==> src/rtl/bsa_pkg.sv <==
// Shared types and default widths for the BSA layer controller.
package bsa_pkg;

  localparam int unsigned BSA_PARAM_BITS   = 16;
  localparam int unsigned BSA_MAC_OUT_BITS = 24;
  localparam int unsigned BSA_MAX_CH       = 64;
  localparam int unsigned BSA_CH_W         = 6;
  localparam int unsigned BSA_PIX_W        = 12;
  localparam int unsigned BSA_SHIFT_W      = 6;

  // Latency of the downstream bias/scale/activation pipeline.
  localparam int unsigned BSA_PIPE_DEPTH   = 4;

  typedef enum logic [2:0] {
    ST_IDLE  = 3'd0,
    ST_LOAD  = 3'd1,
    ST_RUN   = 3'd2,
    ST_DRAIN = 3'd3,
    ST_DONE  = 3'd4
  } bsa_state_e;

endpackage

==> src/rtl/bsa_param_rf.sv <==
// Per-output-channel bias/scale register file: one write port, one
// combinational read port, no reset (contents undefined until written).
module bsa_param_rf
  import bsa_pkg::*;
#(
  parameter int unsigned PARAM_BITS = BSA_PARAM_BITS,
  parameter int unsigned MAX_CH     = BSA_MAX_CH,
  parameter int unsigned CH_W       = BSA_CH_W
) (
  input  logic                  clk,
  input  logic                  we,
  input  logic [CH_W-1:0]       waddr,
  input  logic [PARAM_BITS-1:0] wbias,
  input  logic [PARAM_BITS-1:0] wscale,
  input  logic [CH_W-1:0]       raddr,
  output logic [PARAM_BITS-1:0] rbias_c,
  output logic [PARAM_BITS-1:0] rscale_c
);

  localparam int unsigned ENTRY_W = 2 * PARAM_BITS;

  logic [ENTRY_W-1:0] mem [MAX_CH];

  // Write port; entries are {bias, scale}.
  always_ff @(posedge clk) begin
    if (we) begin
      mem[waddr] <= {wbias, wscale};
    end
  end

  assign {rbias_c, rscale_c} = mem[raddr];

endmodule

==> src/rtl/bsa_layer_ctrl.sv <==
// Per-layer sequencer for the BSA stage: latches layer config, forwards MAC
// beats with their channel's bias/scale, counts BSA outputs for completion.
module bsa_layer_ctrl
  import bsa_pkg::*;
#(
  parameter int unsigned PARAM_BITS   = BSA_PARAM_BITS,
  parameter int unsigned MAC_OUT_BITS = BSA_MAC_OUT_BITS,
  parameter int unsigned MAX_CH       = BSA_MAX_CH,
  parameter int unsigned CH_W         = BSA_CH_W,
  parameter int unsigned PIX_W        = BSA_PIX_W
) (
  input  logic                    clk,
  input  logic                    rstn,
  input  logic                    cfg_start,
  input  logic [CH_W:0]           cfg_num_ch,
  input  logic [PIX_W-1:0]        cfg_num_pix,
  input  logic [BSA_SHIFT_W-1:0]  cfg_scale_shift,
  input  logic                    cfg_is_last,
  input  logic                    param_we,
  input  logic [CH_W-1:0]         param_waddr,
  input  logic [PARAM_BITS-1:0]   param_wbias,
  input  logic [PARAM_BITS-1:0]   param_wscale,
  input  logic                    mac_vld,
  input  logic [MAC_OUT_BITS-1:0] mac_data,
  input  logic                    bsa_accum_vld_out,
  output logic [MAC_OUT_BITS-1:0] bsa_accum_in,
  output logic                    bsa_accum_vld_in,
  output logic [PARAM_BITS-1:0]   bsa_bias,
  output logic [PARAM_BITS-1:0]   bsa_scale,
  output logic [BSA_SHIFT_W-1:0]  bsa_scale_shift,
  output logic                    bsa_is_last_layer,
  output logic                    busy,
  output logic                    layer_done,
  output logic                    err_overrun
);

  localparam int unsigned NCH_W = CH_W + 1;
  localparam int unsigned CNT_W = CH_W + 1 + PIX_W;

  bsa_state_e              state_q, state_d;
  logic [CH_W-1:0]         ch_cnt_q, ch_cnt_d;
  logic [PIX_W-1:0]        pix_cnt_q, pix_cnt_d;
  logic [CNT_W-1:0]        out_cnt_q, out_cnt_d;
  logic [CNT_W-1:0]        total_q, total_d;
  logic [NCH_W-1:0]        num_ch_q, num_ch_d;
  logic [PIX_W-1:0]        num_pix_q, num_pix_d;
  logic [BSA_SHIFT_W-1:0]  shift_q, shift_d;
  logic                    last_q, last_d;

  logic [MAC_OUT_BITS-1:0] accum_d;
  logic                    vld_d;
  logic [PARAM_BITS-1:0]   bias_d, scale_d;
  logic [BSA_SHIFT_W-1:0]  shift_out_d;
  logic                    is_last_out_d;
  logic                    busy_d, done_d, err_d;

  logic                    rf_we_c;
  logic [PARAM_BITS-1:0]   rd_bias_c, rd_scale_c;
  logic                    last_ch_c, last_pix_c, cfg_ovf_c, cfg_bad_c;

  // Writes are only honoured while no layer is in flight.
  assign rf_we_c    = param_we && (state_q == ST_IDLE);
  assign last_ch_c  = ({1'b0, ch_cnt_q} == (num_ch_q - NCH_W'(1)));
  assign last_pix_c = (pix_cnt_q == (num_pix_q - PIX_W'(1)));
  assign cfg_ovf_c  = (cfg_num_ch > NCH_W'(MAX_CH));
  assign cfg_bad_c  = cfg_ovf_c || (cfg_num_ch == '0) || (cfg_num_pix == '0);

  bsa_param_rf #(
    .PARAM_BITS (PARAM_BITS),
    .MAX_CH     (MAX_CH),
    .CH_W       (CH_W)
  ) u_param_rf (
    .clk      (clk),
    .we       (rf_we_c),
    .waddr    (param_waddr),
    .wbias    (param_wbias),
    .wscale   (param_wscale),
    .raddr    (ch_cnt_q),
    .rbias_c  (rd_bias_c),
    .rscale_c (rd_scale_c)
  );

  // Next-state, counter and registered-output logic.
  always_comb begin
    state_d       = state_q;
    ch_cnt_d      = ch_cnt_q;
    pix_cnt_d     = pix_cnt_q;
    out_cnt_d     = out_cnt_q;
    total_d       = total_q;
    num_ch_d      = num_ch_q;
    num_pix_d     = num_pix_q;
    shift_d       = shift_q;
    last_d        = last_q;
    accum_d       = bsa_accum_in;
    vld_d         = 1'b0;
    bias_d        = bsa_bias;
    scale_d       = bsa_scale;
    shift_out_d   = bsa_scale_shift;
    is_last_out_d = bsa_is_last_layer;
    err_d         = err_overrun;

    if (bsa_accum_vld_out &&
        ((state_q == ST_LOAD) || (state_q == ST_RUN) || (state_q == ST_DRAIN))) begin
      out_cnt_d = out_cnt_q + CNT_W'(1);
    end

    unique case (state_q)
      ST_IDLE: begin
        if (cfg_start) begin
          num_ch_d  = cfg_num_ch;
          num_pix_d = cfg_num_pix;
          shift_d   = cfg_scale_shift;
          last_d    = cfg_is_last;
          total_d   = CNT_W'(cfg_num_ch) * CNT_W'(cfg_num_pix);
          ch_cnt_d  = '0;
          pix_cnt_d = '0;
          out_cnt_d = '0;
          err_d     = cfg_ovf_c;
          state_d   = cfg_bad_c ? ST_DONE : ST_LOAD;
        end
      end
      ST_LOAD: begin
        shift_out_d   = shift_q;
        is_last_out_d = last_q;
        state_d       = ST_RUN;
      end
      ST_RUN: begin
        if (mac_vld) begin
          vld_d   = 1'b1;
          accum_d = mac_data;
          bias_d  = rd_bias_c;
          scale_d = rd_scale_c;
          if (last_ch_c) begin
            ch_cnt_d  = '0;
            pix_cnt_d = pix_cnt_q + PIX_W'(1);
            if (last_pix_c) begin
              state_d = ST_DRAIN;
            end
          end else begin
            ch_cnt_d = ch_cnt_q + CH_W'(1);
          end
        end
      end
      ST_DRAIN: begin
        if (out_cnt_d >= total_q) begin
          state_d = ST_DONE;
        end
      end
      ST_DONE: begin
        state_d = ST_IDLE;
      end
      default: begin
        state_d = ST_IDLE;
      end
    endcase

    // A beat arriving outside RUN is dropped and flagged.
    if (mac_vld && (state_q != ST_RUN)) begin
      err_d = 1'b1;
    end

    busy_d = (state_d == ST_LOAD) || (state_d == ST_RUN) || (state_d == ST_DRAIN);
    done_d = (state_q == ST_DONE);
  end

  // State, counter and output registers.
  always_ff @(posedge clk or negedge rstn) begin
    if (!rstn) begin
      state_q           <= ST_IDLE;
      ch_cnt_q          <= '0;
      pix_cnt_q         <= '0;
      out_cnt_q         <= '0;
      total_q           <= '0;
      num_ch_q          <= '0;
      num_pix_q         <= '0;
      shift_q           <= '0;
      last_q            <= 1'b0;
      bsa_accum_in      <= '0;
      bsa_accum_vld_in  <= 1'b0;
      bsa_bias          <= '0;
      bsa_scale         <= '0;
      bsa_scale_shift   <= '0;
      bsa_is_last_layer <= 1'b0;
      busy              <= 1'b0;
      layer_done        <= 1'b0;
      err_overrun       <= 1'b0;
    end else begin
      state_q           <= state_d;
      ch_cnt_q          <= ch_cnt_d;
      pix_cnt_q         <= pix_cnt_d;
      out_cnt_q         <= out_cnt_d;
      total_q           <= total_d;
      num_ch_q          <= num_ch_d;
      num_pix_q         <= num_pix_d;
      shift_q           <= shift_d;
      last_q            <= last_d;
      bsa_accum_in      <= accum_d;
      bsa_accum_vld_in  <= vld_d;
      bsa_bias          <= bias_d;
      bsa_scale         <= scale_d;
      bsa_scale_shift   <= shift_out_d;
      bsa_is_last_layer <= is_last_out_d;
      busy              <= busy_d;
      layer_done        <= done_d;
      err_overrun       <= err_d;
    end
  end

endmodule

==> config.mk <==
export PLATFORM = sky130hd
export DESIGN_NAME = bsa_layer_ctrl
export DESIGN_NICKNAME = d
export VERILOG_FILES = /design/src/rtl/bsa_pkg.sv /design/src/rtl/bsa_param_rf.sv /design/src/rtl/bsa_layer_ctrl.sv
export SDC_FILE = /design/constraint.sdc
export NUM_CORES = 2
export LEC_CHECK = 0
export ABC_AREA = 1
export ABC_CLOCK_PERIOD_IN_PS = 5300
export BUFFER_PORTS_ARGS = -buffer_cell sky130_fd_sc_hd__buf_4
export CAP_MARGIN = 10
export CORE_MARGIN = 2
export CORE_UTILIZATION = 57
export DETAILED_ROUTE_END_ITERATION = 10
export HOLD_SLACK_MARGIN = 0.15
export PLACE_DENSITY = 0.79
export SLEW_MARGIN = 0
export SYNTH_ARGS = -nofsm -noshare
export SYNTH_HDL_FRONTEND = slang
export SYNTH_HIERARCHICAL = 1
export SYNTH_SLANG_ARGS = --single-unit
==> constraint.sdc <==
create_clock -name clk -period 5.3 [get_ports clk]
set_clock_uncertainty 0.1 [all_clocks]
set_input_delay 1.06 -clock clk [delete_from_list [all_inputs] [get_ports clk]]
set_output_delay 1.06 -clock clk [all_outputs]
set_load 0.05 [all_outputs]
== After elaboration in Yosys (flattened, before gate mapping) ==
Memory sizes are Yosys's and may differ from the RTL's. A register that Yosys moved wholly into a read port is not among the register bits.
Cells that the tools add are included.

* $add $sub $neg: 5
* Multipliers: 1
* $lt $le $gt $ge: 2
* Equality and inequality tests: 13
* Multiplexer cells: 25
* Reduce and logical (&&, ||, !) cells: 21

{| class="wikitable"
|+ Operator list
! operator !! number
|-
| $mux W19 || 3
|-
| $mux W12 || 3
|-
| $pmux W12 S2 || 1
|-
| $add A19 B1 Y19 const B || 1
|-
| $ge A19 B19 Y1 || 1
|-
| $mul A7 B12 Y19 || 1
|-
| $mux W3 || 6
|-
| $mux W6 || 3
|-
| $add A12 B1 Y12 const B || 1
|-
| $eq A12 B12 Y1 || 1
|-
| $eq A3 B2 Y1 const B || 4
|-
| $logic_not A12 Y1 || 1
|-
| $pmux W3 S4 || 1
|-
| $pmux W6 S2 || 1
|-
| $sub A12 B1 Y12 const B || 1
|-
| $eq A6 B7 Y1 || 1
|-
| $gt A7 B7 Y1 const B || 1
|-
| $logic_not A7 Y1 || 1
|-
| $mux W1 || 7
|-
| $sub A7 B1 Y7 const B || 1
|-
| $add A6 B1 Y6 const B || 1
|-
| $eq A3 B1 Y1 const B || 2
|-
| $logic_or A1 B1 Y1 || 6
|-
| $ne A2 B2 Y1 const B || 3
|-
| other kinds (9) || 15
|}

* Bits in registers: 120
* Bits in writable memories: 2,048
* Output and inout port bits: 67
* Logic and storage cells: 84
* Memories: 1

{| class="wikitable"
|+ Memories
! name !! words !! width !! rd ports !! clocked after Yosys merged registers in !! write ports !! RTL line !! RTL
|-
| u_param_rf.mem || 64 || 32 || 1 || 1 || 1 || bsa_param_rf.sv:22 || <nowiki>logic [ENTRY_W-1:0] mem [MAX_CH];</nowiki>
|}

== Longest topological paths before layout ==
* Depth after elaboration: 11
* Mapped depth: 20

== Modules after synthesis ==
Netlist, hierarchy kept.

{| class="wikitable"
|+ Modules (own cells, without submodules)
! module !! instances !! cells an instance !! area each (sq um) !! sequential area each (sq um)
|-
| bsa_param_rf || 1 || 6,737 || 82,097.5 || 61,499.0
|-
| bsa_layer_ctrl || 1 || 1,371 || 10,423.7 || 3,803.6
|}

== Worst setup path before layout ==
Ideal clock, no wire load.

* Kind: input to register
* Start: input port param_we
* End: memory u_param_rf/mem[48][0] (netlist bit) (enable)
* Arrival: 4,831 ps
* Path slack: -133 ps
* Stages: 4
* Path buffers: 1
* Path through: and3_1 -> clkbuf_1 -> nand4_1 -> nor4_1

* Word-level cells in the longest chain between the ends: 3

{| class="wikitable"
|+ Ends and longest elaborated chain
! element !! RTL line !! RTL
|-
| from (decl) || bsa_layer_ctrl.sv:19 || <nowiki>input logic param_we,</nowiki>
|-
| $logic_and A1 B1 Y1 || bsa_layer_ctrl.sv:62 || <nowiki>assign rf_we_c = param_we && (state_q == ST_IDLE);</nowiki>
|-
| $mux W1 || bsa_param_rf.sv:26 || <nowiki>if (we) begin</nowiki>
|-
| $mux W1 (implied by the code) || bsa_param_rf.sv:27 || <nowiki>mem[waddr] <= {wbias, wscale};</nowiki>
|-
| to (decl) || bsa_param_rf.sv:22 ||
|}

No other way between the ends.

== Worst setup path in the final report ==
* Start: input port cfg_num_ch[5]
* End: register total_q[17]

* Word-level cells in the longest chain between the ends: 1

{| class="wikitable"
|+ Ends and longest elaborated chain
! element !! RTL line !! RTL
|-
| from (decl) || bsa_layer_ctrl.sv:15 || <nowiki>input logic [CH_W:0] cfg_num_ch,</nowiki>
|-
| $mul A7 B12 Y19 || bsa_layer_ctrl.sv:114 || <nowiki>total_d = CNT_W'(cfg_num_ch) * CNT_W'(cfg_num_pix);</nowiki>
|-
| to (signal assigned) || bsa_layer_ctrl.sv:192 || <nowiki>total_q <= total_d;</nowiki>
|-
| to (decl) || bsa_layer_ctrl.sv:44 || <nowiki>logic [CNT_W-1:0] total_q, total_d;</nowiki>
|}

No other way between the ends.
A chain may end at the register's enable or synchronous reset.

==> implementation parameters <==
Parameter                              Value

Setup path
  Type of element capturing the critical path    flip-flop
  Worst reg2reg setup slack    1.41 ns
  Largest fanout on the critical path    13
  Arrival time of data at the critical path endpoint    4.95 ns
  Data required time at the worst endpoint    5.98 ns
  Largest delay contributor family on the critical path    adder cells
  Worst setup path class    input port to flip-flop
  Bufs and invs on worst path    3
  Cell-by-cell listing of the critical path    buf_4 > nand2_1 > fa_1 > inv_1 > fa_1 > fa_1 > fa_1 > ha_1 > a21oi_1 > o21ai_0 > nand2_1 > nand3_1 > nand2_1 > inv_1 > o21ai_0 > nand3_1 > nand2_1
  Crit start category    input port
  Critical-path cell with the highest stage delay    sky130_fd_sc_hd__fa_1
  Longest individual stage delay on the worst path    0.54 ns

Power and ir drop
  Total power    47.0 mW
  Power Dens Cells    458 nW/um^2
  Maximum resistive drop on vdd    0.000420 V
  Leakage power total    38.3 nW

Timing
  Worst Max-Slew Pin Slew    1.16 ns
  Setup Viol. Count Final    0
  Timing-limited maximum frequency    234 MHz
  Fin. max-slew vios    0
  TNS Setup    0 ns
  Number of endpoints with negative hold slack in the final report    0
  Min cycle time layout    4.27 ns
  Unrepaired setup endpoints after global routing    no
  Max transition margin    22.5%
  Final Cycle Share    80.6%

Placed design
  Buffers added on ports    160
  Post-DP HPWL    134000 um
  Placed cell count    10081
  Cell Area, Placed    96000 sq um
  Last weighted congestion value of the routability-driven placer    0.862

Synthesis
  Compound-Gate Fraction of Synth Area    0.638%
  Register area share after synthesis    70.6%
  Synth Area in Simple Gates    22.9%
  Number of flip-flops and latches in the synthesized netlist    2200
  Cell type with the highest aggregate area in the netlist    sky130_fd_sc_hd__edfxtp_1
  Net Count, Synth    8312
  Adder-Cell Fraction of Synth Area    1.89%
  Post-synth design cell area    92500 sq um
  Mean area per synthesized cell    11.4 sq um
  Number of distinct library cell variants in the gate-level netlist after synthesis    47
  Ranking of synthesized cells by area    sky130_fd_sc_hd__edfxtp_1, sky130_fd_sc_hd__nand2_1, sky130_fd_sc_hd__nand3_1, sky130_fd_sc_hd__dfrtp_1, sky130_fd_sc_hd__buf_2
  Area share of the largest cell type after synthesis    66.5%
  Combinational family with the most area after synthesis    simple AND/OR/NAND/NOR gates
  Synthesized netlist cell count    8108
  Synth Area in XOR/XNOR    0.453%
  Multiplexer share of the synthesized area    0%
  Count of synthesis-stage warnings from yosys    6

Routing
  Count of routing violations after the opening detailed-route iteration    10065
  Total routed wirelength    252000 um
  Via/cell ratio    6.15
  Remaining design rule violation count    0
  Remaining antenna violation count    0
  Number of search-and-repair iterations in the first detailed-routing pass    6
  Overall via count from detail_route    64494
  Routed WL per cell    24.0 um

Layout
  Share of layout cells above drive strength 1    8.37%
  End-of-flow core utilization    63.8%
  Nets    8339
  Area growth syn-to-layout    11.1%
  Filler instances    11495
  Number of non-filler instances in the completed layout    10484
  Cell area after layout    103000 sq um

Die
  Die outline area    166000 sq um
  I/O pin cnt    161
  Starting density of the core    57.5%
  Number of rows in the core area    147
  Core area    161000 sq um
  Die X    407 um
  Die Y-Extent    407 um

Global route
  Global-route wire length before repair    374000 um
  Global routing usage summed across all routing layers    30.2%
  Pin count of the biggest net entering global routing    205
  Initial antenna violation count    10
  Leftover overflow at the end of global routing    0
  Number of global-route vias before repair    61521

Run status
  Outcome    finished, final reports clean

Hold path
  Worst min-delay path category    input port to flip-flop

CTS
  Sink Count    2200
  Number of buffers on the longest clock path    3
  Clk root buf    sky130_fd_sc_hd__clkbuf_16
  Reg clk slew, reported paths    0.06 ns
  TritonCTS Buffers    211
  Clk_lat worst skew    0.84 ns
  Setup fix buffers added after clock tree synthesis    0
  Number of H-tree levels    4
  CTS tree    built

Run
  Number of violations of the max-capacitance limit    0
## area by class of cell
cell class              count  area [sq um]  share of cell area [%]
multi-input cells        5194         24400                    23.8
inverters                 218           858                   0.835
clock buffers             275          5630                    5.47
diodes                     11          27.5                  0.0268
flip-flops and latches   2200         65300                    63.6
clock inverters           116          1120                    1.09
repair buffers            310          2680                    2.61
well taps                2160          2700                    2.63
## synth_stat cells, drive strengths merged
cell type	n
inv	216
buf	391
a21boi	3
a21oi	21
o21a	2
nor4	13
clkbuf	105
fa	49
nand2	2758
or2	2
dfrtp	152
o21bai	9
a31oi	3
xor2	35
a21o	2
nand4	28
edfxtp	2048
and2	2
o221ai	1
nor2	153
o31ai	2
nand3b	4
nor3	15
clkinv	2
xnor2	12
o22ai	5
o21ai	56
and3	1
nand3	1957
ha	61
## what timing repair did
item | CTS | global route
hold endpoints to repair | 57 | 0
gates resized for setup | 0 | 0
hold buffers | 1 | 0
## path summary, 6_finish.rpt
path | start | depth (start not counted) | to
setup / recovery | cfg_num_ch[5] | 17 | total_q[17]$_DFFE_PN0P_
hold / removal | mac_data[12] | 3 | bsa_accum_in[12]$_DFFE_PN0P_
setup reg to reg | ch_cnt_q[0]$_DFFE_PN0P_ | 12 | bsa_scale[14]$_DFFE_PN0P_
hold reg to reg | bsa_accum_in[19]$_DFFE_PN0P_ | 2 | bsa_accum_in[19]$_DFFE_PN0P_
max in group asynchronous | rstn | 3 | bsa_accum_in[11]$_DFFE_PN0P_
min in group asynchronous | rstn | 2 | num_pix_q[9]$_DFFE_PN0P_
## per-stage QoR
stage / worst slack, ns / hold slack (ns)
2_1_floorplan: -0.133 / 0.349
3_3_place_gp: 0.125 / 0.355
3_5_place_dp: 0.172 / 0.360
4_1_cts: 1.05 / 0.275
5_1_grt: 0.745 / 0.307
6_report: 1.03 / 0.325
## flip-flops by register name, summed over array words and instances (netlist names), 3 cells and up
| signal | count |
|---|---|
| state_q | 3 |
| bsa_bias | 16 |
| pix_cnt_q | 12 |
| bsa_scale | 16 |
| num_ch_q | 7 |
| shift_q | 6 |
| bsa_accum_in | 24 |
| num_pix_q | 12 |
| out_cnt_q | 19 |
| bsa_scale_shift | 6 |
| ch_cnt_q | 6 |
| total_q | 19 |
| u_param_rf/mem | 2048 |
## routing by layer
metal  track usage, %  routed length (um)
met5                0                  35
met4             14.1               12100
met3             6.12               32500
met2             46.5              116000
met1             41.6               91200
## worst register-to-register path: stages, from the launching register on
cell and delay [ns]:
sky130_fd_sc_hd__dfrtp_4 0.72, sky130_fd_sc_hd__inv_16 0.58, sky130_fd_sc_hd__buf_4 0.73, sky130_fd_sc_hd__nand2_1 0.11, sky130_fd_sc_hd__nand3_1 0.11, sky130_fd_sc_hd__nand3_1 0.11, sky130_fd_sc_hd__nand3_1 0.14, sky130_fd_sc_hd__nand3_1 0.25
sky130_fd_sc_hd__nand2_1 0.32, sky130_fd_sc_hd__nand2_1 0.25, sky130_fd_sc_hd__nand2_1 0.18, sky130_fd_sc_hd__nand2_1 0.09, sky130_fd_sc_hd__nand2_1 0.12
## cell families (layout without fill, tap and decap cells)
kind of cell / Yosys count / in the layout
adder cells (fa/ha/maj): 110 / 110
buffers and inverters: 714 / 919
AO/OA/AOI/OAI: 104 / 104
AND/OR/NAND/NOR: 4933 / 4933
XOR/XNOR: 47 / 47
flip-flops: 2200 / 2200
other: 0 / 11
## report_power, final
group | total, mW | switching (mW) | leakage [nW] | internal, mW
Combinational | 12.7 | 9.33 | 14.8 | 3.37
Sequential | 19.6 | 0.430 | 20.2 | 19.2
Clock | 14.7 | 6.39 | 3.27 | 8.35
## layout by cell type (no fill, tap or decap), drive strengths merged
master / count
bufinv: 18
dlygate4sd3: 1
xor2: 35
nand2: 2758
o21ai: 56
buf: 309
a21o: 2
clkbuf: 275
or2: 2
nor3: 15
nor2: 153
nand4: 28
a21oi: 21
o21bai: 9
nand3: 1957
ha: 61
diode: 11
inv: 222
o22ai: 5
o21a: 2
o31ai: 2
a21boi: 3
nor4: 13
a31oi: 3
and3: 1
fa: 49
and2: 2
clkinvlp: 8
o221ai: 1
dfrtp: 152
clkinv: 86
xnor2: 12
edfxtp: 2048
nand3b: 4
Note: power is estimated with default switching activity, not from simulation.
